### src/rtl/calc_pkg.sv
// Shared definitions for the 4-bit calculator command path:
// operand width, operation codes and the sequencer state type.
package calc_pkg;

  localparam int CALC_W = 4;

  localparam logic [1:0] MODE_SUB = 2'b00;
  localparam logic [1:0] MODE_ADD = 2'b01;
  localparam logic [1:0] MODE_MUL = 2'b10;
  localparam logic [1:0] MODE_CLR = 2'b11;

  typedef enum logic [2:0] {
    GET_A,
    GET_B,
    GET_M,
    EXEC,
    RESP
  } seq_state_t;

endpackage

### src/rtl/calc_ovf_check.sv
// Flags when the exact unsigned result of a calculator operation
// does not fit in CALC_W bits; purely combinational.
module calc_ovf_check
  import calc_pkg::*;
(
  input  logic [CALC_W-1:0] a,
  input  logic [CALC_W-1:0] b,
  input  logic [1:0]        mode,
  output logic              ovf
);

  logic [CALC_W:0]     w_sum;
  logic [2*CALC_W-1:0] w_prod;

  // Widened domains so the true result is never truncated before comparing.
  assign w_sum  = {1'b0, a} + {1'b0, b};
  assign w_prod = {{CALC_W{1'b0}}, a} * {{CALC_W{1'b0}}, b};

  always_comb begin
    ovf = 1'b0;
    case (mode)
      MODE_SUB: ovf = (a < b);
      MODE_ADD: ovf = w_sum[CALC_W];
      MODE_MUL: ovf = |w_prod[2*CALC_W-1:CALC_W];
      MODE_CLR: ovf = 1'b0;
      default:  ovf = 1'b0;
    endcase
  end

endmodule

### src/rtl/calc_cmd_sequencer.sv
// Collects A, B and mode nibbles, holds them at the calculator, waits
// CALC_LAT+1 cycles and offers the captured result on a valid/ready port.
module calc_cmd_sequencer
  import calc_pkg::*;
#(
  parameter int CALC_LAT = 1
) (
  input  logic              clk,
  input  logic              rst,
  input  logic [CALC_W-1:0] din,
  input  logic              din_valid,
  output logic              din_ready,
  output logic [CALC_W-1:0] calc_a,
  output logic [CALC_W-1:0] calc_b,
  output logic [1:0]        calc_mode,
  input  logic [CALC_W-1:0] calc_c,
  output logic [CALC_W-1:0] res,
  output logic              res_ovf,
  output logic              res_err,
  output logic              res_valid,
  input  logic              res_ready
);

  localparam logic [3:0] LAT_CNT = 4'(CALC_LAT);

  seq_state_t        r_state;
  seq_state_t        w_state_next;
  logic              w_get_ready;
  logic              w_fire;
  logic              w_capture;
  logic              w_ovf;
  logic [3:0]        r_cnt;
  logic              r_err;
  logic [CALC_W-1:0] r_calc_a;
  logic [CALC_W-1:0] r_calc_b;
  logic [1:0]        r_calc_mode;
  logic [CALC_W-1:0] r_res;
  logic              r_res_ovf;
  logic              r_res_err;
  logic              r_res_valid;

  calc_ovf_check u_ovf (
    .a    (r_calc_a),
    .b    (r_calc_b),
    .mode (r_calc_mode),
    .ovf  (w_ovf)
  );

  always_ff @(posedge clk) begin
    if (!rst) r_state <= GET_A;
    else      r_state <= w_state_next;
  end

  always_comb begin
    w_state_next = r_state;
    w_get_ready  = 1'b0;
    w_capture    = 1'b0;
    case (r_state)
      GET_A: begin
        w_get_ready = 1'b1;
        if (din_valid) w_state_next = GET_B;
      end
      GET_B: begin
        w_get_ready = 1'b1;
        if (din_valid) w_state_next = GET_M;
      end
      GET_M: begin
        w_get_ready = 1'b1;
        if (din_valid) w_state_next = EXEC;
      end
      EXEC: begin
        if (r_cnt == LAT_CNT) begin
          w_capture    = 1'b1;
          w_state_next = RESP;
        end
      end
      RESP: begin
        if (r_res_valid && res_ready) w_state_next = GET_A;
      end
      default: w_state_next = GET_A;
    endcase
  end

  // Ready is masked by reset so nothing is advertised during a reset cycle.
  assign din_ready = w_get_ready & rst;
  assign w_fire    = din_valid & din_ready;

  always_ff @(posedge clk) begin
    if (!rst) begin
      r_calc_a    <= '0;
      r_calc_b    <= '0;
      r_calc_mode <= '0;
      r_cnt       <= '0;
      r_err       <= 1'b0;
      r_res       <= '0;
      r_res_ovf   <= 1'b0;
      r_res_err   <= 1'b0;
      r_res_valid <= 1'b0;
    end else begin
      if (r_state == GET_A && w_fire) r_calc_a <= din;
      if (r_state == GET_B && w_fire) r_calc_b <= din;
      if (r_state == GET_M && w_fire) begin
        r_calc_mode <= din[1:0];
        r_err       <= |din[3:2];
        r_cnt       <= '0;
      end
      if (r_state == EXEC && !w_capture) r_cnt <= r_cnt + 4'd1;
      if (w_capture) begin
        r_res       <= calc_c;
        r_res_ovf   <= w_ovf;
        r_res_err   <= r_err;
        r_res_valid <= 1'b1;
      end
      if (r_state == RESP && r_res_valid && res_ready) r_res_valid <= 1'b0;
    end
  end

  assign calc_a    = r_calc_a;
  assign calc_b    = r_calc_b;
  assign calc_mode = r_calc_mode;
  assign res       = r_res;
  assign res_ovf   = r_res_ovf;
  assign res_err   = r_res_err;
  assign res_valid = r_res_valid;

endmodule

### config.mk
export PLATFORM = sky130hd
export DESIGN_NAME = calc_cmd_sequencer
export DESIGN_NICKNAME = d
export VERILOG_FILES = /design/src/rtl/calc_pkg.sv /design/src/rtl/calc_ovf_check.sv /design/src/rtl/calc_cmd_sequencer.sv
export SDC_FILE = /design/constraint.sdc
export NUM_CORES = 1
export LEC_CHECK = 0
export CAP_MARGIN = 5
export CORE_MARGIN = 2
export CORE_UTILIZATION = 45
export DETAILED_ROUTE_END_ITERATION = 16
export GPL_ROUTABILITY_DRIVEN = 0
export GPL_TIMING_DRIVEN = 0
export HOLD_SLACK_MARGIN = 0.12
export PLACE_DENSITY = 0.73
export SLEW_MARGIN = 20
export SYNTH_ARGS = -nofsm -noshare
export SYNTH_HDL_FRONTEND = slang
export SYNTH_SLANG_ARGS = --single-unit
### constraint.sdc
create_clock -name clk -period 3.5 [get_ports clk]
set_input_delay 1.05 -clock clk [delete_from_list [all_inputs] [get_ports clk]]
set_output_delay 1.05 -clock clk [all_outputs]
set_load 0.03 [all_outputs]
==> impl_metrics.yaml <==
clock_tree:
  cts_made_buffers: 3
  cts_tree: "built"
  postCtsSetupBuffers: 0
  numClockSinks: 25
  cts_max_path_buffers: 2
  clk_pin_slew_ns: 0.13
  clock_latency_ns: 0.32
  htreeDepth: 1
  cts.root.buffer_cell: "clkbuf_4"
floorplan:
  fp.dieArea_um2: 3990
  num_rows: 21
  initial_core_util_pct: 46.9
  die_y_um: 63.2
  ioPinCount: 30
  core_area_um2: 3360
  die_w_um: 63.2
setup_path:
  endpoint_kind: "output pin"
  crit_required_ns: 2.45
  worstPathMaxFanout: 6
  crit_type: "in2out"
  startpoint_type: "primary input"
  cp_data_arrival_time_ns: 2.36
synthesis:
  netlist.area_leader.share_pct: 31.7
  ys_seq_elements: 25
  synth_warnings: 0
  synthTopCellsByArea: "dfxtp_1 (32%), ha_1 (14%), mux2i_1 (11%), nor2_1 (6.4%), fa_1 (3.8%)"
  synth_seq_area_share_pct: 31.7
  synth_common_cells: "nor2_1 (27), dfxtp_1 (25), ha_1 (18), mux2i_1 (18), inv_1 (11)"
  synth_cell_types: 37
  synth_edf_count: 0
  syn-cell-area_um2: 1580
  synthCells: 169
  synthArstFlopShare_pct: 0
  yosysMostFrequentCell: "nor2_1"
  syn_nets: 202
  avgSynthCellArea_um2: 9.33
  yosysTopAreaCell: "dfxtp_1"
  synth_ff_type: "dfxtp_1"
sta:
  finalWorstSetupSlack_ns: 0.0932
  max-slew-margin-rel_pct: 67.2
  period_needed_ns: 3.41
  timing.fmax_mhz: 294
  rsz0062_at_grt: "no"
  maxSlewViolCount: 0
  setup_viol: 0
  hold_viol_final: 0
  period_share_pct: 97.3
  tightestPinTransition_ns: 0.492
  fin_worst_skew_ns: 0.00594
routing:
  dr.pass1.iters: 4
  drc: 0
  drt-total-wl_mm: 3.26
  drt-initial-drc-count: 50
  drt-vias-per-instance: 5.08
  met1_length_mm: 1.54
  vias: 1259
  routed.top_layer: "met4"
  dr_wl_met3_um: 137
  wl_met2_mm: 1.57
  detail-route-antenna-nets: 0
  wl_per_cell_um: 13.1
pwr:
  leakagePower_nw: 0.837
  power_density_nw_per_um2: 258
  ir_drop_mv: 0.207
  total_power_mw: 0.504
layout:
  nets: 236
  fillers: 321
  drive_gt1_share_pct: 7.43
  area_delta_synth_final_pct: 23.8
  fin_util_pct: 58.0
  num_antenna_cells: 0
global_routing:
  gr-usage-all-layers_pct: 18.1
  grt_antenna_before_repair: 0
  grt_max_degree: 15
  global_route.overflow_total: 0
  grt_pass1_wl_mm: 5.98
  grt_pass1_vias: 1309
outcome:
  status: "completed"
placed_design:
  post-place-ws_ns: -0.224
  dpl.hpwl_mm: 2.58
  numPortBuffers: 29
worst_hold_path:
  hold_path.class: "reg2reg"
job:
  drv_cap: 0
==> report_power, final <==
part	internal (mW)	total [mW]	switching, mW
sequential	0.290	0.298	0.00781
combinational	0.0369	0.0754	0.0385
clock	0.0428	0.131	0.0879
total	0.370	0.504	0.134
==> final timing paths <==
check	from	end	slack (ns)	cells after the start
min	r_err$_SDFFE_PN0P_	r_err$_SDFFE_PN0P_	0.51	2
max	rst	din_ready	0.09	4
min reg2reg	r_err$_SDFFE_PN0P_	r_err$_SDFFE_PN0P_	0.51	2
max reg2reg	calc_b[3]$_SDFFE_PN0P_	res_ovf$_SDFFE_PN0P_	0.64	10
==> logic make-up after synthesis <==
group,share of synthesized area (%)
AO/OA/AOI/OAI,9.52
XOR/XNOR,1.67
adder cells (fa/ha/maj),18.1
buffers and inverters,5.64
flip-flops,31.7
multiplexers,11.4
AND/OR/NAND/NOR,21.9
==> registers in the layout (all words and copies together), names as in the netlist <==
register / flops
calc_a: 4
calc_b: 4
r_cnt: 4
res: 4
r_state: 3
calc_mode: 2
r_err: 1
res_err: 1
res_ovf: 1
res_valid: 1
==> worst max-delay path: stages <==
cell and delay, ns:
clkdlybuf4s50_1 0.62, nand2b_1 0.17, a21oi_1 0.14, clkdlybuf4s15_1 0.38
==> layout make-up <==
class | instances | area (um2) | area share, %
clock buffers | 3 | 22.5 | 1.15
plain buffers | 7 | 47.5 | 2.44
flip-flops and latches | 25 | 500 | 25.6
repair buffers | 29 | 290 | 14.9
well taps | 46 | 57.6 | 2.95
clock inverters | 1 | 5.00 | 0.256
inverters | 11 | 41.3 | 2.12
multi-input cells | 126 | 987 | 50.6
==> routing by layer <==
layer	up-vias	global-route usage (%)
li1	649	-
met1	585	23.1
met2	23	31.6
met3	2	4.11
met4	0	3.26
met5	-	0
==> stage by stage <==
step	instances	area, um2	hold slack (ns)	setup TNS [ns]
3_5_place_dp	244	1920	0.481	-0.224
5_1_grt	248	1950	0.539	0
3_3_place_gp	244	1920	0.472	-0.225
2_1_floorplan	169	1580	0.454	0
4_1_cts	248	1950	0.514	0
6_report	248	1950	0.510	0
==> cell usage in the layout (no fill, tap or decap), types with 4 or more instances in the layout <==
master,Yosys,final
inv_1,11,11
ha_1,18,18
a21oi_1,5,5
mux2i_1,18,18
nand2_1,9,9
nor2_1,27,27
nor2b_1,4,4
dfxtp_1,25,25
and2_1,5,5
o21ai_0,4,4
clkdlybuf4s50_1,0,28
==> what timing repair did <==
action,4_1_cts,5_1_grt
cloned,0,0
gates resized for setup,1,1
pin swaps,0,0
hold buffers,0,0
endpoints found under the setup margin,1,1
endpoints found under the hold margin,0,0
Note: power is estimated with default switching activity, not from simulation.
